$ cat src/rtl/hazard_ctrl.sv
// Pipeline hazard controller: load-use stall plus multi-cycle squash after jumps and taken branches.
// Optional HAZ_STATS_EN adds saturating StallCount/FlushCount statistics ports.
module hazard_ctrl #(
  parameter int FLUSH_CYCLES = 2,
  parameter int CNT_W        = 16
) (
  input  logic        Clk,
  input  logic        Reset,
  input  logic [31:0] ID_Instr,
  input  logic        EX_MemRead,
  input  logic [4:0]  EX_Rt,
  input  logic        EX_BranchTaken,
  output logic        PCWrite,
  output logic        IFIDWrite,
  output logic        IFIDFlush,
  output logic        IDEXFlush,
  output logic        Busy
`ifdef HAZ_STATS_EN
  ,
  output logic [CNT_W-1:0] StallCount,
  output logic [CNT_W-1:0] FlushCount
`endif
);

  localparam int CW = $clog2(FLUSH_CYCLES) + 1;
  localparam logic [CW-1:0] RELOAD = CW'(FLUSH_CYCLES - 1);

  typedef enum logic {RUN, FLUSH} stateT;

  stateT         state, nextState;
  logic [CW-1:0] cnt, nextCnt;

  logic [5:0] op, fn;
  logic [4:0] rs, rt;
  logic       jump, usesRt, loadUse;
  logic       unusedImm;

  assign op        = ID_Instr[31:26];
  assign rs        = ID_Instr[25:21];
  assign rt        = ID_Instr[20:16];
  assign fn        = ID_Instr[5:0];
  assign unusedImm = ^ID_Instr[15:6];

  assign jump    = (op == 6'b000010) || (op == 6'b000011) ||
                   ((op == 6'b000000) && (fn == 6'b001000));
  assign usesRt  = (op == 6'b000000) || (op == 6'b000100) || (op == 6'b000101) ||
                   (op == 6'b101000) || (op == 6'b101001) || (op == 6'b101011);
  assign loadUse = EX_MemRead && (EX_Rt != 5'd0) &&
                   ((EX_Rt == rs) || (usesRt && (EX_Rt == rt)));

  always_ff @(posedge Clk) begin
    if (Reset) begin
      state <= RUN;
      cnt   <= '0;
    end else begin
      state <= nextState;
      cnt   <= nextCnt;
    end
  end

  // A load-use stall outranks a jump, so jr waits for its operand before redirecting.
  always_comb begin
    nextState = state;
    nextCnt   = cnt;
    case (state)
      RUN: begin
        if ((EX_BranchTaken || (!loadUse && jump)) && (FLUSH_CYCLES > 1)) begin
          nextState = FLUSH;
          nextCnt   = RELOAD;
        end
      end
      FLUSH: begin
        if (EX_BranchTaken) begin
          nextCnt = RELOAD;
        end else if (cnt == CW'(1)) begin
          nextState = RUN;
          nextCnt   = '0;
        end else begin
          nextCnt = cnt - CW'(1);
        end
      end
      default: begin
        nextState = RUN;
        nextCnt   = '0;
      end
    endcase
  end

  always_comb begin
    PCWrite   = 1'b1;
    IFIDWrite = 1'b1;
    IFIDFlush = 1'b0;
    IDEXFlush = 1'b0;
    Busy      = 1'b0;
    if (Reset) begin
      PCWrite   = 1'b0;
      IFIDWrite = 1'b0;
      IFIDFlush = 1'b1;
      IDEXFlush = 1'b1;
    end else if (state == FLUSH) begin
      IFIDFlush = 1'b1;
      IDEXFlush = EX_BranchTaken;
      Busy      = 1'b1;
    end else if (EX_BranchTaken) begin
      IFIDFlush = 1'b1;
      IDEXFlush = 1'b1;
    end else if (loadUse) begin
      PCWrite   = 1'b0;
      IFIDWrite = 1'b0;
      IDEXFlush = 1'b1;
    end else if (jump) begin
      IFIDFlush = 1'b1;
    end
  end

`ifdef HAZ_STATS_EN
  logic stallNow;
  assign stallNow = (state == RUN) && !EX_BranchTaken && loadUse;

  // Counters saturate rather than wrap so long runs never report a misleadingly small value.
  always_ff @(posedge Clk) begin
    if (Reset) begin
      StallCount <= '0;
      FlushCount <= '0;
    end else begin
      if (stallNow && (StallCount != '1)) StallCount <= StallCount + CNT_W'(1);
      if (IFIDFlush && (FlushCount != '1)) FlushCount <= FlushCount + CNT_W'(1);
    end
  end
`endif

endmodule
$ cat config.mk
export PLATFORM = sky130hd
export DESIGN_NAME = hazard_ctrl
export DESIGN_NICKNAME = d
export VERILOG_FILES = /design/src/rtl/hazard_ctrl.sv
export SDC_FILE = /design/constraint.sdc
export NUM_CORES = 1
export LEC_CHECK = 0
export CORE_AREA = 4 4 41 43
export CTS_CLUSTER_DIAMETER = 100
export DETAILED_ROUTE_END_ITERATION = 6
export DIE_AREA = 0 0 45 47
export DONT_BUFFER_PORTS = 1
export PLACE_DENSITY = 0.47
export RECOVER_POWER = 100
export SETUP_SLACK_MARGIN = 0.3
export SLEW_MARGIN = 25
export SYNTH_ARGS = -nofsm -noshare
export SYNTH_HDL_FRONTEND = slang
export SYNTH_SLANG_ARGS = --single-unit
$ cat constraint.sdc
create_clock -name Clk -period 4.67 [get_ports Clk]
set_clock_uncertainty 0.05 [all_clocks]
set_input_delay 0.934 -clock Clk [delete_from_list [all_inputs] [get_ports Clk]]
set_output_delay 0.934 -clock Clk [all_outputs]
set_load 0.03 [all_outputs]
== Yosys cells after proc, flatten, opt, wreduce, memory -nomap -nowiden ==
Index checks and enable logic that the tools add are counted.

* Equality and inequality tests: 12
* Reductions and logical operators: 17
* Bitwise gates (word level): 1
* Multiplexer cells: 23
* $add $sub $neg: 1

{| class="wikitable"
|+ Operator list
! operator !! count
|-
| $eq A6 B6 Y1 const B || 3
|-
| $mux W1 || 18
|-
| $eq A6 B2 Y1 const B || 2
|-
| $eq A6 B3 Y1 const B || 2
|-
| $eq A5 B5 Y1 || 2
|-
| $logic_or A1 B1 Y1 || 9
|-
| $eq A6 B4 Y1 const B || 1
|-
| $logic_not A6 Y1 || 1
|-
| $mux W2 || 3
|-
| $logic_and A1 B1 Y1 || 5
|-
| $reduce_bool A5 Y1 || 1
|-
| $pmux W2 S2 || 1
|-
| $eq A2 B1 Y1 const B || 1
|-
| $ne A2 B2 Y1 const B || 1
|-
| $pmux W1 S2 || 1
|-
| $sub A2 B1 Y2 const B || 1
|-
| $logic_not A1 Y1 || 1
|-
| $not A1 Y1 || 1
|}

* Register bits: 3
* Input bits: 41

== Depth between registers and ports, before layout ==
Gate-level depths: netlist (run 1).

* Depth after elaboration: 14
* Gate-level depth with buffers: 6

== Worst setup path before layout (run 1) ==
OpenSTA, ideal clock, no wires.

* Path type: input -> output
* Start point: in EX_Rt[0]
* End point: out PCWrite
* Path slack: 0.962 ns
* Data arrival time: 2.724 ns
* Stages on the path: 6
* Required time: 3.686 ns
* Cell sequence: or4_1 > o21ai_1 > nor4_1 > or2_1 > a21oi_1 > buf_4

* Word-level cells in the longest chain between the ends: 8
* Elaborated cells between the ends (all ways): 11
* Those cells by class: 2 x eq/ne; 4 x mux; 5 x reduce/logical

{| class="wikitable"
|+ RTL lines
! element !! line !! source
|-
| from (decl) || 11 || <nowiki>input logic [4:0] EX_Rt,</nowiki>
|-
| $eq A5 B5 Y1 || 49 || <nowiki>((EX_Rt == rs) || (usesRt && (EX_Rt == rt)));</nowiki>
|-
| $logic_and A1 B1 Y1 || 49 ||
|-
| $logic_or A1 B1 Y1 || 49 ||
|-
| $logic_and A1 B1 Y1 * || 48 || <nowiki>assign loadUse = EX_MemRead && (EX_Rt != 5'd0) &&</nowiki>
|-
| $mux W1 * (4 in series) || n/a ||
|-
| to (decl) || 13 || <nowiki>output logic PCWrite,</nowiki>
|}

Every way passes the cells marked *; elsewhere a longest branch is shown, timed or not.

== Worst setup path in the final report (run 1) ==
Ends and elaborated chain as after synthesis.

==> results of run 1 <==
worst paths after layout:
kind / slack [ns] / end
min reg2reg: 0.44 / cnt[1]
max: 0.93 / PCWrite
min: 0.44 / cnt[1]
max reg2reg: 3.35 / cnt[1]
metal layers:
layer,up-vias,share of wire,GRT usage
met4,0,0,0.0526
met5,-,0,0
met3,0,0.13,0.0230
met2,21,0.48,0.141
met1,171,0.39,0.0993
li1,200,-,-
worst min-delay path, stage by stage (launching register included):
cell and delay [ns]:
dfxtp_1 0.30, nand3b_1 0.07, o21ai_0 0.06
stage by stage:
step | area, sq um | power [mW] | instances | util | setup slack, ns
floorplan | 380 | 0.0523 | 51 | - | 0.962
global placement | 399 | 0.0550 | 66 | 0.307 | 1.28
detailed placement | 399 | 0.0553 | 66 | 0.307 | 1.28
CTS | 425 | 0.101 | 70 | 0.327 | 1.28
global route | 422 | 0.106 | 70 | 0.324 | 0.722
finish | 422 | 0.0981 | 70 | 0.324 | 0.933
cells by family (layout without fill, tap and decap cells):
logic type,count (synthesis),count (layout),share of synthesized area
AOI/OAI and AO/OA,10,10,0.178
xor gates and xnor gates,10,10,0.230
and+or+nand+nor,21,21,0.332
DFF,3,3,0.158
adders and majority gates,1,1,0.0329
buffers and inverters,6,10,0.0691
power breakdown:
group	total, mW	leakage [nW]	switching, mW	internal (mW)
logic	0.0251	0.0987	0.0133	0.0118
clock network	0.0436	0.0150	0.0117	0.0319
registers	0.0294	0.0249	0.00170	0.0277
flip-flops by register name, indices dropped and copies added (netlist names):
signal / flops
cnt: 2
state: 1
synthesized netlist by cell type, types with 2 or more instances:
master,instances
a211o_1,2
a21oi_1,3
dfxtp_1,3
inv_1,5
nand3b_1,2
nor2_1,4
nor3_1,3
nor4_1,4
o21ai_0,2
or4_1,3
xnor2_1,7
xor2_1,3
area by class of cell:
cell class | count | area, sq um | share of cell area
tap | 15 | 18.8 | 0.0445
timing repair buffer | 1 | 3.75 | 0.00890
inverter | 5 | 18.8 | 0.0445
sequential | 3 | 60.1 | 0.142
clock buffer | 4 | 26.3 | 0.0623
multi-input combinational | 42 | 294 | 0.697
==> flow_summary.html, run 1 <==
<table>
<tr><th>Metric</th><th>Value</th></tr>
<tr><th colspan="2">Outcome</th></tr>
<tr><td>Status</td><td>finished, final reports clean</td></tr>
<tr><th colspan="2">Min path</th></tr>
<tr><td>Origin of the worst min-delay path</td><td>cnt[1]</td></tr>
<tr><td>Hold/Removal Path Class</td><td>register to register</td></tr>
<tr><td>Worst Hold Path Cells</td><td>2</td></tr>
<tr><th colspan="2">Timing</th></tr>
<tr><td>Actual slew at the worst max-slew pin</td><td>0.708 ns</td></tr>
<tr><td>Number of pins exceeding their max-slew limit in the final report</td><td>0</td></tr>
<tr><td>Setup repair after global routing missed its margin</td><td>no</td></tr>
<tr><td>Slew Limit Headroom</td><td>0.530</td></tr>
<tr><td>Post-route clock period utilization</td><td>0.800</td></tr>
<tr><td>Final number of hold-violating endpoints</td><td>0</td></tr>
<tr><td>Finish-stage setup viols</td><td>0</td></tr>
<tr><td>Fmax achieved</td><td>268 MHz</td></tr>
<tr><td>Final setup TNS</td><td>0 ns</td></tr>
<tr><td>Tightest hold margin</td><td>around 0.44 ns</td></tr>
<tr><td>Time the worst path needs with I/O delays and setup</td><td>3.74 ns</td></tr>
<tr><th colspan="2">Power and ir drop</th></tr>
<tr><td>Worst vdd rail ir drop</td><td>~0.077 mV</td></tr>
<tr><td>Power per cell area</td><td>233 nW/um^2</td></tr>
<tr><td>Static Leak</td><td>about 0.14 nW</td></tr>
<tr><th colspan="2">Routing</th></tr>
<tr><td>First drt pass iteration count</td><td>3</td></tr>
<tr><td>Via count of the routed design</td><td>392</td></tr>
<tr><td>Routed length per instance</td><td>13.2 um</td></tr>
<tr><td>Drt initial violations</td><td>4</td></tr>
<tr><td>Total length of routed wires</td><td>just over 900 um</td></tr>
<tr><td>Via density per instance</td><td>5.60</td></tr>
<tr><td>Antenna Violating Nets Remaining</td><td>0</td></tr>
<tr><td>Post-route DRC violation count</td><td>0</td></tr>
<tr><th colspan="2">Place</th></tr>
<tr><td>DP Wirelength</td><td>824 um</td></tr>
<tr><td>Number of port buffers</td><td>0</td></tr>
<tr><td>Global placer's final weighted congestion</td><td>0.756</td></tr>
<tr><th colspan="2">Worst setup path</th></tr>
<tr><td>Type of origin of the critical path</td><td>primary input</td></tr>
<tr><td>Worst endpoint required time</td><td>3.69 ns</td></tr>
<tr><td>Category of the critical setup timing path</td><td>primary input to output pin</td></tr>
<tr><td>Number of cells traversed by the worst register-to-register path</td><td>4</td></tr>
<tr><td>Delay of the slowest cell on the worst path</td><td>0.56 ns</td></tr>
<tr><td>Kind of cell adding the most delay to the critical path</td><td>simple AND/OR/NAND/NOR gates</td></tr>
<tr><td>Number of buffers and inverters on the critical path</td><td>1</td></tr>
<tr><td>Ordered cell list for the critical path</td><td>or4_1, o21ai_0, nor4_1, or2_0, a21oi_1, clkbuf_1</td></tr>
<tr><td>Cell type of the slowest stage on the worst timing path</td><td>clkbuf_1</td></tr>
<tr><td>Worst Path Arrival</td><td>2.75 ns</td></tr>
<tr><td>Crit Path Max Fanout</td><td>3</td></tr>
<tr><td>Origin of the critical flop-to-flop path</td><td>state</td></tr>
<tr><td>CP Launch Point</td><td>EX_Rt[0]</td></tr>
<tr><td>WP depth</td><td>6</td></tr>
<tr><td>Setup crit end kind</td><td>output pin</td></tr>
<tr><th colspan="2">Cells and area</th></tr>
<tr><td>Most frequent cells in the layout</td><td>xnor2_1, inv_1, nor4_1, nor2_1</td></tr>
<tr><td>Share of layout cells above drive strength 1</td><td>0.0545</td></tr>
<tr><td>Total Nets Final</td><td>98</td></tr>
<tr><td>Synthesis-to-layout area growth</td><td>10.9%</td></tr>
<tr><td>Number of filler instances in the final layout</td><td>154</td></tr>
<tr><td>ANT cells</td><td>0</td></tr>
<tr><td>Most common library cell in the layout ignoring fill and taps</td><td>xnor2_1</td></tr>
<tr><th colspan="2">Synthesis</th></tr>
<tr><td>Flip-flop cell with the highest count after synthesis</td><td>dfxtp_1</td></tr>
<tr><td>Synth cell types</td><td>22</td></tr>
<tr><td>Count of flip-flops with a built-in enable after synthesis</td><td>0</td></tr>
<tr><td>Area fraction of the dominant cell type after synthesis</td><td>0.161</td></tr>
<tr><td>Post-Synthesis Cells</td><td>51</td></tr>
<tr><td>Synthesized area per cell</td><td>7.46 sq um</td></tr>
<tr><td>Mapped Area</td><td>380 sq um</td></tr>
<tr><td>Largest cells by area after synthesis</td><td>xnor2_1, dfxtp_1, xor2_1, nor4_1, or4_1</td></tr>
<tr><td>#FFs+latches synth</td><td>3</td></tr>
<tr><td>Yosys warning total</td><td>0</td></tr>
<tr><td>Synth async-reset ratio</td><td>0</td></tr>
<tr><td>Share of the yosys chip area belonging to registers</td><td>0.158</td></tr>
<tr><td>Synthesized Nets</td><td>93</td></tr>
<tr><td>Area leader, netlist</td><td>xnor2_1</td></tr>
<tr><th colspan="2">Clocking</th></tr>
<tr><td>CTS H-tree lvls</td><td>1</td></tr>
<tr><td>Clock latency reported for the late side of the worst-skew pair</td><td>0.23 ns</td></tr>
<tr><td>CTS Hold Buffers Added</td><td>0</td></tr>
<tr><td>Buffers inserted during post-CTS setup optimization</td><td>0</td></tr>
<tr><td>CTS clock-pin slew for the worst setup and hold paths</td><td>0.03 ns</td></tr>
<tr><td>Clock sinks</td><td>3</td></tr>
<tr><td>TritonCTS clock tree</td><td>done</td></tr>
<tr><td>CTS-repair resized insts</td><td>0</td></tr>
<tr><td>CTS root buf</td><td>clkbuf_4</td></tr>
<tr><td>Cts bufs inserted</td><td>3</td></tr>
<tr><td>Maximum clock insertion buffer count</td><td>2</td></tr>
<tr><th colspan="2">Job</th></tr>
<tr><td>Max Cap Viol</td><td>0</td></tr>
<tr><th colspan="2">Floorplanning</th></tr>
<tr><td>Die area</td><td>about 2100 sq um</td></tr>
<tr><td>Core outline area</td><td>~1300 sq um</td></tr>
<tr><td>Die extent in y</td><td>between 40 and 50 um</td></tr>
<tr><td>Width of the chip</td><td>45 um</td></tr>
<tr><td>Count of pins on the block boundary</td><td>46</td></tr>
<tr><td>Placement row count</td><td>13</td></tr>
<tr><td>Starting utilization of the core area</td><td>0.292</td></tr>
<tr><th colspan="2">Global route</th></tr>
<tr><td>Total global-route track usage</td><td>0.0859</td></tr>
<tr><td>Maximum number of pins on one net before global-route repair</td><td>8</td></tr>
<tr><td>Number of antenna violations at the first check in global routing</td><td>0</td></tr>
<tr><td>First-pass GRT wire length</td><td>1.35 mm</td></tr>
<tr><td>Overflow after GRT</td><td>0</td></tr>
<tr><td>Via count of the first global-routing pass</td><td>380</td></tr>
</table>
Power figures use the tool's default switching activity.
==> run 2: changes to the inputs <==
- clock period: 4.67 -> 3.7 ns (I/O delays scaled with it)
==> run 2 against run 1 <==
Sequential power grew 26%. Critical path depth is the same. Global-route usage is the same. Core utilization grew 0.096 points. Worst setup slack lost 0.35 ns. Largest cell class unchanged. Largest power group unchanged. Sequential share of layout area is essentially flat. Hold slack is the same. Power grew 26%. Clock power grew 26%.
==> flow_summary.html, run 2 (synthesized netlist as in run 1, its figures left out) <==
<table>
<tr><th>Metric</th><th>Value</th></tr>
<tr><th colspan="2">Global route</th></tr>
<tr><td>Via count of the first global-routing pass</td><td>380</td></tr>
<tr><td>Maximum number of pins on one net before global-route repair</td><td>8</td></tr>
<tr><td>Number of antenna violations at the first check in global routing</td><td>0</td></tr>
<tr><td>First-pass GRT wire length</td><td>approximately 1.4 mm</td></tr>
<tr><td>Overflow after GRT</td><td>0</td></tr>
<tr><td>Total global-route track usage</td><td>0.0859</td></tr>
<tr><th colspan="2">Place</th></tr>
<tr><td>Number of placed cells counting well taps</td><td>66</td></tr>
<tr><td>Global placer's final weighted congestion</td><td>0.756</td></tr>
<tr><td>DP Wirelength</td><td>824 um</td></tr>
<tr><td>Number of port buffers</td><td>0</td></tr>
<tr><td>Area post-placement</td><td>399 sq um</td></tr>
<tr><td>Post-Place Setup Slack</td><td>0.701 ns</td></tr>
<tr><th colspan="2">Cells and area</th></tr>
<tr><td>Number of flip-flops under the largest register name</td><td>2</td></tr>
<tr><td>Share of layout cells above drive strength 1</td><td>0.0727</td></tr>
<tr><td>Cell Count, Final, Fillers Out</td><td>70</td></tr>
<tr><td>Most frequent cells in the layout</td><td>xnor2_1, inv_1, nor4_1, nor2_1</td></tr>
<tr><td>Top reg by flops</td><td>cnt</td></tr>
<tr><td>Biggest registers after layout</td><td>cnt: 2 flops, state: 1 flops</td></tr>
<tr><td>Synthesis-to-layout area growth</td><td>11.2%</td></tr>
<tr><td>Total Nets Final</td><td>98</td></tr>
<tr><td>Post-route cell area</td><td>423 sq um</td></tr>
<tr><td>Number of filler instances in the final layout</td><td>154</td></tr>
<tr><td>Most common library cell in the layout ignoring fill and taps</td><td>xnor2_1</td></tr>
<tr><td>Final Util</td><td>0.325</td></tr>
<tr><td>ANT cells</td><td>0</td></tr>
<tr><th colspan="2">Clocking</th></tr>
<tr><td>Cts bufs inserted</td><td>3</td></tr>
<tr><td>Clock latency reported for the late side of the worst-skew pair</td><td>0.23 ns</td></tr>
<tr><td>CTS clock-pin slew for the worst setup and hold paths</td><td>0.03 ns</td></tr>
<tr><td>CTS Hold Buffers Added</td><td>0</td></tr>
<tr><td>Clock sinks</td><td>3</td></tr>
<tr><td>CTS root buf</td><td>clkbuf_4</td></tr>
<tr><td>CTS H-tree lvls</td><td>1</td></tr>
<tr><td>Maximum clock insertion buffer count</td><td>2</td></tr>
<tr><td>CTS-repair resized insts</td><td>0</td></tr>
<tr><td>Buffers inserted during post-CTS setup optimization</td><td>0</td></tr>
<tr><td>TritonCTS clock tree</td><td>done</td></tr>
<tr><th colspan="2">Timing</th></tr>
<tr><td>Actual slew at the worst max-slew pin</td><td>0.596 ns</td></tr>
<tr><td>Final setup TNS</td><td>0 ns</td></tr>
<tr><td>Tightest hold margin</td><td>0.437 ns</td></tr>
<tr><td>Final setup margin</td><td>roughly 0.6 ns</td></tr>
<tr><td>Final number of hold-violating endpoints</td><td>0</td></tr>
<tr><td>Number of pins exceeding their max-slew limit in the final report</td><td>0</td></tr>
<tr><td>Fmax achieved</td><td>approximately 320 MHz</td></tr>
<tr><td>Slew Limit Headroom</td><td>0.601</td></tr>
<tr><td>Post-route clock period utilization</td><td>0.842</td></tr>
<tr><td>Setup repair after global routing missed its margin</td><td>no</td></tr>
<tr><td>Finish-stage setup viols</td><td>0</td></tr>
<tr><td>Time the worst path needs with I/O delays and setup</td><td>3.12 ns</td></tr>
<tr><th colspan="2">Worst setup path</th></tr>
<tr><td>Worst Path Arrival</td><td>~2.3 ns</td></tr>
<tr><td>Type of origin of the critical path</td><td>primary input</td></tr>
<tr><td>Worst endpoint required time</td><td>just under 3 ns</td></tr>
<tr><td>Setup crit end kind</td><td>output pin</td></tr>
<tr><td>Category of the critical setup timing path</td><td>primary input to output pin</td></tr>
<tr><td>Crit Path Max Fanout</td><td>3</td></tr>
<tr><th colspan="2">Floorplanning</th></tr>
<tr><td>Die extent in y</td><td>47 um</td></tr>
<tr><td>Width of the chip</td><td>45 um</td></tr>
<tr><td>Starting utilization of the core area</td><td>0.292</td></tr>
<tr><td>Placement row count</td><td>13</td></tr>
<tr><td>Die area</td><td>2120 sq um</td></tr>
<tr><td>Core outline area</td><td>approximately 1300 sq um</td></tr>
<tr><td>Count of pins on the block boundary</td><td>46</td></tr>
<tr><th colspan="2">Job</th></tr>
<tr><td>Max Cap Viol</td><td>0</td></tr>
<tr><th colspan="2">Power and ir drop</th></tr>
<tr><td>Power per cell area</td><td>293 nW/um^2</td></tr>
<tr><td>Static Leak</td><td>approximately 0.14 nW</td></tr>
<tr><td>Worst vdd rail ir drop</td><td>0.0974 mV</td></tr>
<tr><td>Total power of the final layout</td><td>124 uW</td></tr>
<tr><th colspan="2">Routing</th></tr>
<tr><td>Drt initial violations</td><td>4</td></tr>
<tr><td>Antenna Violating Nets Remaining</td><td>0</td></tr>
<tr><td>First drt pass iteration count</td><td>3</td></tr>
<tr><td>Via density per instance</td><td>5.60</td></tr>
<tr><td>Via count of the routed design</td><td>392</td></tr>
<tr><td>Routed length per instance</td><td>13.1 um</td></tr>
<tr><td>Post-route DRC violation count</td><td>0</td></tr>
<tr><td>Total length of routed wires</td><td>920 um</td></tr>
<tr><th colspan="2">Outcome</th></tr>
<tr><td>Status</td><td>finished, final reports clean</td></tr>
<tr><th colspan="2">Min path</th></tr>
<tr><td>Hold/Removal Path Class</td><td>register to register</td></tr>
</table>
-- run 2: changes by cell type in the layout (fill, tap and decap cells not counted) --
| cell | previous run | this run |
|---|---|---|
| clkbuf_1 | 2 | 1 |
| clkbuf_2 | 0 | 1 |
-- run 2: area by class of cell --
class	instances	area, sq um	area share
Sequential cell	3	60.1	0.142
Timing Repair Buffer	1	5.00	0.0118
Inverter	5	18.8	0.0444
Multi-Input combinational cell	42	294	0.695
Clock buffer	4	26.3	0.0621
Tap cell	15	18.8	0.0444
-- run 2: critical path: stages --
cell and delay [ns]:
or4_1 0.49, o21ai_0 0.23, nor4_1 0.13, or2_0 0.27, a21oi_1 0.14, clkbuf_2 0.33
-- run 2: power by group --
group          switching, mW  total (mW)  internal (mW)
clock                 0.0147      0.0550         0.0403
sequential           0.00215      0.0371         0.0349
combinational         0.0168      0.0319         0.0151
-- run 2: worst paths after layout --
check | startpoint | endpoint | slack, ns | depth (start not counted)
setup / recovery | EX_Rt[0] | PCWrite | 0.58 | 6
hold / removal | cnt[1] | cnt[1] | 0.44 | 2
setup reg to reg | state | cnt[1] | 2.38 | 4
hold reg to reg | cnt[1] | cnt[1] | 0.44 | 2
-- run 2: layer usage --
metal | up-vias | GRT usage | part of all wire
li1 | 200 | - | -
met5 | - | 0 | 0
met4 | 0 | 0.0526 | 0
met1 | 171 | 0.0993 | 0.38
met3 | 0 | 0.0230 | 0.13
met2 | 21 | 0.141 | 0.48
